### config.mk
export PLATFORM = sky130hd
export DESIGN_NAME = count_bcd_conv
export DESIGN_NICKNAME = d
export VERILOG_FILES = /design/src/rtl/count_bcd_conv.sv
export SDC_FILE = /design/constraint.sdc
export NUM_CORES = 1
export LEC_CHECK = 0
export CORE_MARGIN = 5
export CORE_UTILIZATION = 56
export DETAILED_ROUTE_END_ITERATION = 10
export DONT_BUFFER_PORTS = 1
export MAX_ROUTING_LAYER = met4
export PLACE_DENSITY = 0.7
export RECOVER_POWER = 100
export SLEW_MARGIN = 30
export SYNTH_ARGS = -nofsm -noshare
export SYNTH_HDL_FRONTEND = slang
export SYNTH_SLANG_ARGS = --single-unit
### constraint.sdc
create_clock -name clk -period 1.55 [get_ports clk]
set_input_delay 0.2325 -clock clk [delete_from_list [all_inputs] [get_ports clk]]
set_output_delay 0.2325 -clock clk [all_outputs]
set_load 0.03 [all_outputs]
### src/rtl/count_bcd_conv.sv
// count_bcd_conv: serial binary-to-BCD converter (shift-and-add-3, one bit
// per clock) for an 8-bit counter value, with an optional multiplexed
// seven-segment display scanner.
//
// Optional feature: define SEG_SCAN_EN to build the display scanner. With the
// macro undefined, seg and dig_sel are tied to zero and no scanner logic is
// built; the ports stay in place.
//
// Handshake: load is a level-sampled request. When the block is idle
// (busy=0), load=1 at a rising clk edge captures bin_in and starts a
// conversion. While busy=1, load is ignored and nothing is queued. done pulses
// for exactly one cycle, and bcd_out holds the new result from that cycle
// until the next completion.
//
// fsm_state exposes the controller state (IDLE=0, SHIFT=1, DONE=2) for
// debug and assertion binding.

module count_bcd_conv #(
  parameter int unsigned SCAN_DIV = 1000
) (
  input  logic        clk,
  input  logic        rst_n,
  input  logic        load,
  input  logic [7:0]  bin_in,
  output logic        busy,
  output logic        done,
  output logic [11:0] bcd_out,
  output logic [6:0]  seg,
  output logic [2:0]  dig_sel,
  output logic [1:0]  fsm_state
);

  typedef enum logic [1:0] {
    IDLE  = 2'd0,
    SHIFT = 2'd1,
    DONE  = 2'd2
  } state_t;

  state_t      state;
  state_t      state_nxt;
  logic [11:0] scratch;
  logic [7:0]  operand;
  logic [2:0]  shift_cnt;
  logic [11:0] adjusted;
  logic        last_shift;

  // Reject an out-of-range prescaler divide at elaboration time.
  if (SCAN_DIV < 2 || SCAN_DIV > 65535) begin : g_scan_div_check
    $error("count_bcd_conv: SCAN_DIV must be within 2..65535");
  end

  // Add 3 to a BCD digit of 5 or more so the next left shift carries correctly.
  function automatic logic [3:0] add3(input logic [3:0] nib);
    if (nib >= 4'd5) begin
      return nib + 4'd3;
    end
    return nib;
  endfunction

  // Per-digit correction applied ahead of each shift.
  always_comb begin
    adjusted = {add3(scratch[11:8]), add3(scratch[7:4]), add3(scratch[3:0])};
  end

  assign last_shift = (shift_cnt == 3'd7);

  // Controller state register.
  always_ff @(posedge clk or negedge rst_n) begin
    if (!rst_n) begin
      state <= IDLE;
    end else begin
      state <= state_nxt;
    end
  end

  // Next-state and status decode.
  always_comb begin
    state_nxt = state;
    busy      = 1'b0;
    done      = 1'b0;
    case (state)
      IDLE: begin
        if (load) begin
          state_nxt = SHIFT;
        end
      end
      SHIFT: begin
        busy = 1'b1;
        if (last_shift) begin
          state_nxt = DONE;
        end
      end
      DONE: begin
        busy      = 1'b1;
        done      = 1'b1;
        state_nxt = IDLE;
      end
      default: begin
        state_nxt = IDLE;
      end
    endcase
  end

  assign fsm_state = state;

  // Datapath: capture in IDLE, eight correct-and-shift steps in SHIFT, and
  // publish the result on the final step.
  always_ff @(posedge clk or negedge rst_n) begin
    if (!rst_n) begin
      scratch   <= 12'h000;
      operand   <= 8'h00;
      shift_cnt <= 3'd0;
      bcd_out   <= 12'h000;
    end else begin
      case (state)
        IDLE: begin
          if (load) begin
            operand   <= bin_in;
            scratch   <= 12'h000;
            shift_cnt <= 3'd0;
          end
        end
        SHIFT: begin
          scratch   <= {adjusted[10:0], operand[7]};
          operand   <= {operand[6:0], 1'b0};
          shift_cnt <= shift_cnt + 3'd1;
          if (last_shift) begin
            bcd_out <= {adjusted[10:0], operand[7]};
          end
        end
        default: begin
          scratch <= scratch;
        end
      endcase
    end
  end

`ifdef SEG_SCAN_EN
  logic [15:0] prescale;
  logic [3:0]  digit;

  // Prescaler and digit rotation: each digit is shown for SCAN_DIV cycles,
  // hundreds -> tens -> ones.
  always_ff @(posedge clk or negedge rst_n) begin
    if (!rst_n) begin
      prescale <= 16'd0;
      dig_sel  <= 3'b100;
    end else if (prescale == 16'(SCAN_DIV - 1)) begin
      prescale <= 16'd0;
      dig_sel  <= {dig_sel[0], dig_sel[2:1]};
    end else begin
      prescale <= prescale + 16'd1;
    end
  end

  // Select the digit being shown and decode it (no leading-zero blanking).
  always_comb begin
    digit = bcd_out[3:0];
    case (dig_sel)
      3'b100:  digit = bcd_out[11:8];
      3'b010:  digit = bcd_out[7:4];
      default: digit = bcd_out[3:0];
    endcase
    seg = 7'h00;
    case (digit)
      4'd0:    seg = 7'h3F;
      4'd1:    seg = 7'h06;
      4'd2:    seg = 7'h5B;
      4'd3:    seg = 7'h4F;
      4'd4:    seg = 7'h66;
      4'd5:    seg = 7'h6D;
      4'd6:    seg = 7'h7D;
      4'd7:    seg = 7'h07;
      4'd8:    seg = 7'h7F;
      4'd9:    seg = 7'h6F;
      default: seg = 7'h00;
    endcase
  end
`else
  assign seg     = 7'h00;
  assign dig_sel = 3'b000;
`endif

endmodule

==> flow_summary.toml <==
[outcome]
outcome = "completed"

[global_route]
gr-total-overflow = 0
grt_pass1_vias = 1340
antenna_found_initial = 0
grt_usage_pct = 19.1
grt_max_degree = 38
grt_pass1_wl_mm = 6.29

[critical_path]
path_cells = "ha_1 > nand2b_1 > a21oi_2 > mux2_2 > o21ai_0"
crit_family = "flip-flops"
cp_data_arrival_time_ns = 1.80
endpoint_kind = "flip-flop"
cp_slowest_cell = "dfrtp_1"
criticalPathCategory = "reg2reg"
path_buf_inv = 0
cp_slowest_stage_delay_ns = 0.42
required_ns = 1.81
timing.critical_path.fanout_max = 2
start_kind = "flip-flop"

[drt]
drt-pass1-iter-count = 4
wirelength_mm = 3.75
drc = 0
dr_total_vias = 1291
vias_per_cell = 5.47
drtAntennaViolNets = 0
wire_per_inst_um = 15.9
drt_iter0_drc = 66

[synth]
yosysWarningCount = 0
syn_inst = 178
netlist_area_sq_um = 1890
ys_seq_area_share_pct = 49.0
avgSynthCellArea_sq_um = 10.6
yosys.cell_types.count = 29
ys_seq_elements = 37

[layout]
diodes = 0
final_common_cell = "dfrtp_1"
area_growth_pct = 8.75
drive_above_1_share_pct = 21.6
fin_nets = 212
final_cell_mix = "dfrtp_1 (35), nand2_1 (20), o21ai_0 (18)"
layoutNonFillerInstCount = 236

[power]
finalPower_mw = 4.15
vdd_drop_max_mv = 1.08
leakagePower_nw = 0.967
powerDensity_nw_per_um2 = 2020

[timing]
worst_slew_pin_slew_ns = 0.901
finalHoldViolCount = 0
max_slew_margin_pct = 39.9
worst_slack_ns = 0.0129
drv_slew = 0
fmax_mhz = 651
rsz0062_at_grt = "true"
min_period_ns = 1.54
finalCritPeriodShare_pct = 99.2
setup_viol = 0
skew_ns = 0.00393

[clocking]
cts.sinks = 37
cts_root_buffer = "clkbuf_4"
tritoncts = "built"
h-tree-depth = 2
path_clk_slew_ns = 0.10
insertion_delay_ns = 0.33
numCtsBuffers = 5
clockBufferDepth = 2
cts_setup_buffers = 0

[placed_design]
globalplace.congestion = 0.787
dp_hpwl_mm = 2.67
post-place-cells = 227
dp_slack_ns = 0.0123
io_buffers = 0

[floorplanning]
rows = 21
fp.dieH_um = 68.1
die_w_um = 68.1
ioPinCount = 37
core-area_sq_um = 3310
fp.dieArea_sq_um = 4630
start_util_pct = 57.0

[min_path]
min_path_type = "in2reg"

[flow_run]
cap_violations = 0
[routing by layer]
metal | vias up | part of all wire [%] | GRT usage (%)
met5 | - | 0 | -
met4 | 0 | 1.3 | 8.19
met3 | 5 | 6.0 | 4.76
met2 | 31 | 49 | 31.9
met1 | 630 | 44 | 21.8
li1 | 625 | - | -
[worst min-delay path: stages]
cell and delay, ns:
nor2_1 0.03, nor2_1 0.08, nor2_1 0.04
[report_power, final]
part	total, mW	internal (mW)	switching (mW)	leakage, nW
clock network	0.520	0.214	0.306	0.0314
logic	1.89	0.836	1.05	0.444
registers	1.74	1.30	0.442	0.491
total	4.15	2.35	1.80	0.967
[flip-flops by register name, summed over array words and instances, names as in the netlist]
signal,flops
scratch,12
operand,8
shift_cnt,3
fsm_state,2
bcd_out,12
[per-stage QoR]
stage          instance area [sq um]  hold WS, ns  TNS, ns  util, %
3_5_place_dp                    1940      -0.0621        0     58.7
4_1_cts                         2030       0.0609        0     61.4
5_1_grt                         2050       0.0534  -0.0562     62.0
6_report                        2050       0.0757        0     62.0
3_3_place_gp                    1940      -0.0621        0     58.7
2_1_floorplan                   1930      -0.0631        0        -
[final timing paths]
kind,slack (ns),cells after the start,start,endpoint
max in group asynchronous,0.35,2,rst_n,fsm_state[0]$_DFFE_PN0P_
min in group asynchronous,0.59,2,rst_n,bcd_out[0]$_DFFE_PN0P_
worst min register to register,0.49,2,operand[3]$_DFFE_PN0P_,operand[3]$_DFFE_PN0P_
worst min-delay path,0.08,3,load,fsm_state[1]$_DFFE_PN0P_
worst max-delay path,0.01,5,scratch[8]$_DFFE_PN0P_,scratch[10]$_DFFE_PN0P_
worst max register to register,0.01,5,scratch[8]$_DFFE_PN0P_,scratch[10]$_DFFE_PN0P_
[cell families after synthesis]
family / count (synthesis) / share of synthesized area, %
compound gates: 49 / 15.8
simple gates: 37 / 10.1
other cells: 1 / 0.199
buf+inv: 25 / 7.89
flops: 37 / 49.0
mux: 15 / 8.28
xor+xnor: 3 / 1.39
fa+ha+maj: 11 / 7.29
[area by class of cell]
type,count,area (sq um)
Sequential cell,37,928
Inverter,9,33.8
Timing Repair Buffer,12,93.8
Clock buffer,7,55.1
Tap cell,46,57.6
Fill cell,274,1260
Multi-Input combinational cell,125,885
[cell usage after synthesis]
master	count	share of area, %
a21oi_1	10	2.7
a21oi_2	2	0.93
a22o_1	3	1.4
a22o_2	1	0.53
a32o_1	2	1.1
a32o_2	1	0.60
and2_4	1	0.46
and3_1	1	0.33
buf_2	2	0.53
buf_4	10	4.0
buf_6	2	1.2
clkbuf_1	2	0.40
conb_1	1	0.20
dfrtp_1	37	49
ha_1	11	7.3
inv_1	9	1.8
mux2_2	5	3.0
mux2i_1	10	5.3
nand2_1	21	4.2
nand2_4	1	0.60
nand2b_1	3	0.99
nand2b_2	2	0.93
nor2_1	3	0.60
nor3b_1	5	2.0
o21ai_0	19	5.0
o21ai_1	3	0.79
o22ai_1	5	1.7
o31ai_1	3	1.2
xnor2_1	3	1.4
[repair_timing]
action                                 4_1_cts  5_1_grt
endpoints found under the hold margin       37        0
hold buffers                                 2        0
pin swaps                                    0        2
setup endpoints to repair                    7       20
resized for setup                            1       15
No activity file was read; power rests on OpenSTA's default activity.
